$ cat config.mk
export PLATFORM = sky130hd
export DESIGN_NAME = mips_regfile
export DESIGN_NICKNAME = d
export VERILOG_FILES = /design/src/rtl/mips_pkg.sv /design/src/rtl/mips_regfile_rdport.sv /design/src/rtl/mips_regfile.sv
export SDC_FILE = /design/constraint.sdc
export NUM_CORES = 2
export LEC_CHECK = 0
export ABC_CLOCK_PERIOD_IN_PS = 5900
export CAP_MARGIN = 20
export CORE_ASPECT_RATIO = 0.6
export CORE_MARGIN = 10
export CORE_UTILIZATION = 35
export DETAILED_ROUTE_END_ITERATION = 8
export GPL_TIMING_DRIVEN = 0
export PLACE_DENSITY = 0.55
export SYNTH_ARGS = -nofsm -noshare
export SYNTH_HDL_FRONTEND = slang
export SYNTH_HIERARCHICAL = 1
export SYNTH_SLANG_ARGS = --single-unit
$ cat constraint.sdc
create_clock -name clk -period 5.9 [get_ports clk]
set_input_delay 1.18 -clock clk [delete_from_list [all_inputs] [get_ports clk]]
set_output_delay 1.18 -clock clk [all_outputs]
set_load 0.1 [all_outputs]
$ cat src/rtl/mips_pkg.sv
// Shared MIPS datapath constants and types, used by the register file, ALU,
// control unit and datapath top.
package mips_pkg;

  localparam int DATA_W   = 32;
  localparam int ADDR_W   = 5;
  localparam int NUM_REGS = 2 ** ADDR_W;

  localparam int REG_ZERO = 0;
  localparam int REG_SP   = 29;
  localparam int REG_RA   = 31;

  typedef logic [ADDR_W-1:0] reg_addr_t;
  typedef logic [DATA_W-1:0] word_t;

  function automatic logic is_zero_reg(input reg_addr_t addr);
    return addr == reg_addr_t'(REG_ZERO);
  endfunction

endpackage

$ cat src/rtl/mips_regfile_rdport.sv
// One combinational read port: forces $zero to 0 and, when REGFILE_BYPASS_EN
// is defined, forwards the same-cycle write data to the reader.
module mips_regfile_rdport
  import mips_pkg::*;
#(
  parameter int DATA_W   = mips_pkg::DATA_W,
  parameter int ADDR_W   = mips_pkg::ADDR_W,
  parameter int NUM_REGS = 2 ** ADDR_W
) (
  input  logic [ADDR_W-1:0]               i_addr,
  input  logic [NUM_REGS-1:0][DATA_W-1:0] i_regs,
  input  logic                            i_rst,
  input  logic                            i_reg_write,
  input  logic [ADDR_W-1:0]               i_wr_addr,
  input  logic [DATA_W-1:0]               i_wr_data,
  output logic [DATA_W-1:0]               o_data
);

`ifdef REGFILE_BYPASS_EN
  logic w_fwd;
  assign w_fwd = i_reg_write && !i_rst && (i_wr_addr == i_addr);

  always_comb begin
    o_data = i_regs[i_addr];
    if (w_fwd) o_data = i_wr_data;
    // $zero beats forwarding
    if (i_addr == '0) o_data = '0;
  end
`else
  logic w_unused;
  assign w_unused = i_rst ^ i_reg_write ^ (^i_wr_addr) ^ (^i_wr_data);

  always_comb begin
    o_data = i_regs[i_addr];
    if (i_addr == '0) o_data = '0;
  end
`endif

endmodule

$ cat src/rtl/mips_regfile.sv
// 32 x 32 MIPS register file: two combinational read ports, one synchronous
// write port, $zero hardwired. Define REGFILE_BYPASS_EN for write-to-read forwarding.
module mips_regfile
  import mips_pkg::*;
#(
  parameter int DATA_W = mips_pkg::DATA_W,
  parameter int ADDR_W = mips_pkg::ADDR_W
) (
  input  logic              clk,
  input  logic              rst,
  input  logic [ADDR_W-1:0] rs_addr,
  input  logic [ADDR_W-1:0] rt_addr,
  input  logic [ADDR_W-1:0] wr_addr,
  input  logic [DATA_W-1:0] wr_data,
  input  logic              reg_write,
  output logic [DATA_W-1:0] rs_data,
  output logic [DATA_W-1:0] rt_data
);

  localparam int NUM_REGS = 2 ** ADDR_W;

  // Slot 0 of the view is a constant; only r1..r31 have flops behind them.
  logic [NUM_REGS-1:0][DATA_W-1:0] w_regs;
  assign w_regs[0] = '0;

  genvar gi;
  generate
    for (gi = 1; gi < NUM_REGS; gi++) begin : g_reg
      logic [DATA_W-1:0] r_q;

      always_ff @(posedge clk) begin
        if (rst) begin
          r_q <= '0;
        end else if (reg_write && (wr_addr == ADDR_W'(gi))) begin
          r_q <= wr_data;
        end
      end

      assign w_regs[gi] = r_q;
    end
  endgenerate

  mips_regfile_rdport #(
    .DATA_W  (DATA_W),
    .ADDR_W  (ADDR_W),
    .NUM_REGS(NUM_REGS)
  ) u_rdport_rs (
    .i_addr     (rs_addr),
    .i_regs     (w_regs),
    .i_rst      (rst),
    .i_reg_write(reg_write),
    .i_wr_addr  (wr_addr),
    .i_wr_data  (wr_data),
    .o_data     (rs_data)
  );

  mips_regfile_rdport #(
    .DATA_W  (DATA_W),
    .ADDR_W  (ADDR_W),
    .NUM_REGS(NUM_REGS)
  ) u_rdport_rt (
    .i_addr     (rt_addr),
    .i_regs     (w_regs),
    .i_rst      (rst),
    .i_reg_write(reg_write),
    .i_wr_addr  (wr_addr),
    .i_wr_data  (wr_data),
    .o_data     (rt_data)
  );

endmodule

==> flow_summary.yaml <==
yosys:
  synth_edf_count: 0
  yosysWarnings: 6
  ys_ff_latch: 992
  synth.yosys.seq_area_share_pct: 36.3
  synthDistinctLibCells: 34
  async_reset_ff_share_pct: 0
  synth_flop_cell: "dfxtp_1"
  synth_cells: 4694
  syn_avg_cell_area_sq_um: 11.7
  synth_area_sq_um: 54700
cts:
  clkSinkCount: 992
  cts_tree: "done"
  clk_latency_ns: 0.71
  clockRootBuffer: "clkbuf_16"
  cts_buffer_depth: 3
  numCtsBuffers: 97
  clk_pin_slew_ns: 0.06
  h-tree-depth: 3
pwr:
  clkPwrFrac_pct: 44.3
  pwr-share-seq_pct: 42.2
  power_density_nw_per_um2: 257
  ir_drop_mv: 0.255
  p_comb_share_pct: 13.5
  switchingPower_mw: 4.63
  intPower_mw: 11.4
  leakagePower_nw: 27.7
  switching_share_pct: 28.8
final_layout:
  nets: 5025
  top_register: "g.r_q"
  instances_no_fill: 7131
  stdcell_area_sq_um: 62500
  reg_top3: "g.r_q: 992 flops"
  drive_above_1_share_pct: 21.5
  largest_reg_flops: 992
  syn2layout_area_growth_pct: 14.3
floorplan:
  fp.dieW_microns: 530
  rows: 112
  core_sq_um: 155000
  io_pins: 114
  chipHeight_microns: 326
  start_util_pct: 35.2
  die_area_sq_um: 173000
worst_setup_path:
  r2r_slack_ns: 5.19
  critPathLaunch: "rs_addr[3]"
  crit-reg2reg-launch: "g_reg[30].r_q[7]"
  cp.arrival_ns: 5.00
  r2r-end: "g_reg[30].r_q[7]"
  end_kind: "primary output"
  startpoint_type: "input pin"
  cp-endpoint: "rs_data[20]"
  worst-setup-path-type: "input pin to primary output"
  cp.required_ns: 4.72
  reg2regPathDepth: 2
  cp_max_fo: 10
sta:
  fin_ws_ns: -0.282
  fmaxAchievable_mhz: 162
  rsz0062_at_grt: "false"
  finClkSkew_ns: 0
  final.period_utilization_pct: 105
  slew_violations: 0
  fin_tns_setup_ns: -5.38
  min_period_ns: 6.18
  max_slew_margin_pct: 14.7
  hold_viol_final: 0
  setup_viol: 50
  tightest_slew_ns: 1.28
  holdWs_ns: 0.489
detailed_routing:
  vias_per_cell: 6.05
  drcViolationCount: 0
  routed_wl_mm: 242
  wl_per_cell_microns: 34.0
  initialDrtViolationCount: 6372
  firstDrtPassIters: 6
  vias: 43109
  ant_nets: 0
outcome:
  failed_checks: "negative setup slack"
  status: "finished with violations"
global_route:
  antenna_found_initial: 12
  first_global_vias: 41211
  grt_pass1_wl_mm: 331
  grt_overflow: 0
  track_usage_pct: 26.9
  grt_max_degree: 16
placed_design:
  place_ws_ns: -1.53
  place.gp.congestion: 0.965
  io_buffers: 104
  post_dp_cell_area_sq_um: 58700
  dp.cells: 6922
  hpwl_mm: 183
worst_hold_path:
  hp-class: "flip-flop to flip-flop"
flow_run:
  maxCapViolations: 0
worst min-delay path by stage:
stage	end	slack, ns	cells past startpoint	from
floorplan	g_reg[3].r_q[0]	0.46	2	g_reg[3].r_q[0]
global placement	g_reg[27].r_q[27]	0.47	2	g_reg[27].r_q[27]
detailed placement	g_reg[30].r_q[9]	0.48	2	g_reg[30].r_q[9]
CTS	g_reg[21].r_q[17]	0.49	2	g_reg[21].r_q[17]
global route	g_reg[6].r_q[11]	0.51	2	g_reg[6].r_q[11]
finish	g_reg[16].r_q[28]	0.49	2	g_reg[16].r_q[28]
cells in the mapped netlist (all sizes together), types with 3 or more instances:
| cell type | n | area, sq um |
|---|---|---|
| mux2i | 1120 | 11200 |
| nand2b | 1026 | 6420 |
| dfxtp | 992 | 19900 |
| mux4 | 448 | 10100 |
| buf | 264 | 1870 |
| clkbuf | 254 | 978 |
| o21ai | 112 | 568 |
| nor2b | 70 | 443 |
| a211oi | 64 | 480 |
| a22oi | 64 | 480 |
| a311oi | 64 | 586 |
| mux2 | 64 | 721 |
| nand2 | 62 | 233 |
| a221oi | 48 | 420 |
| o2111ai | 16 | 140 |
| nor2 | 7 | 26.3 |
| and2 | 4 | 25.0 |
| and4b | 3 | 30.0 |
| and4bb | 3 | 37.5 |
cell usage in the layout, fill, tap and decap left out, types with 11 or more instances in the layout:
master | netlist | final
a22oi_1 | 64 | 64
bufinv_16 | 0 | 13
mux2i_1 | 1120 | 1120
clkdlybuf4s15_2 | 0 | 33
clkinv_2 | 0 | 23
a311oi_2 | 4 | 27
clkbuf_16 | 0 | 103
clkbuf_2 | 2 | 19
clkbuf_8 | 0 | 25
o2111ai_1 | 16 | 16
buf_2 | 112 | 127
buf_6 | 41 | 42
clkdlybuf4s50_1 | 0 | 40
clkbuf_1 | 246 | 248
a311oi_1 | 60 | 33
nor2b_1 | 68 | 68
buf_4 | 109 | 111
a221oi_1 | 48 | 48
conb_1 | 1 | 64
nand2_1 | 62 | 62
mux4_2 | 448 | 448
a211oi_1 | 64 | 64
clkbuf_4 | 6 | 11
nand2b_1 | 1026 | 1026
diode_2 | 0 | 19
dfxtp_1 | 992 | 992
buf_8 | 2 | 15
o21ai_1 | 106 | 106
mux2_2 | 64 | 64
worst max-delay path, stage by stage:
cell and delay [ns]:
clkdlybuf4s50_1 0.63, clkbuf_2 0.46, and2_1 0.19, clkbuf_1 0.56, buf_2 0.48, a22oi_1 0.24
a311oi_2 0.67, buf_2 0.56
cell type report:
type / count / area [sq um]
Buffer: 517 / 2860
Fill cell: 14806 / 92900
Inverter: 2 / 7.51
Tap cell: 2052 / 2570
Sequential cell: 992 / 19900
Multi-Input combinational cell: 3245 / 32400
Antenna cell: 19 / 47.5
Clock inverter: 43 / 563
Clock buffer: 141 / 2970
Timing Repair Buffer: 120 / 1200
power by group through the flow:
stage	Clock, mW	Combinational, mW	Sequential [mW]
floorplan	0	1.23	6.92
global placement	0	2.06	6.93
detailed placement	0	2.07	6.93
CTS	7.14	2.07	6.78
global route	7.40	2.17	6.78
finish	7.11	2.17	6.78
per-layer routing:
metal / track usage (%) / wire length [microns] / share of wire (%)
met1: 40.2 / 109000 / 45
met5: 0.666 / 162 / 0.067
met4: 8.30 / 8500 / 3.5
met2: 34.1 / 90000 / 37
met3: 11.0 / 34200 / 14
through the flow:
step / total power [mW] / utilization (%)
2_1_floorplan: 8.15 / -
3_3_place_gp: 8.99 / 37.7
3_5_place_dp: 9.01 / 37.8
4_1_cts: 16.0 / 40.1
5_1_grt: 16.4 / 40.2
6_report: 16.1 / 40.2
logic make-up after synthesis:
group	Yosys count	synth area share, %
mux	1632	40.3
compound gates	368	4.89
flops	992	36.3
buf+inv	520	5.22
other cells	1	0.00686
simple gates	1181	13.3
what timing repair did:
action / in CTS / in global routing
gates resized for setup: 296 / 48
hold buffers: 0 / 0
setup endpoints to repair: 64 / 24
endpoints found under the hold margin: 0 / 0
setup buffers: 0 / 0
No activity file was read; power rests on OpenSTA's default activity.
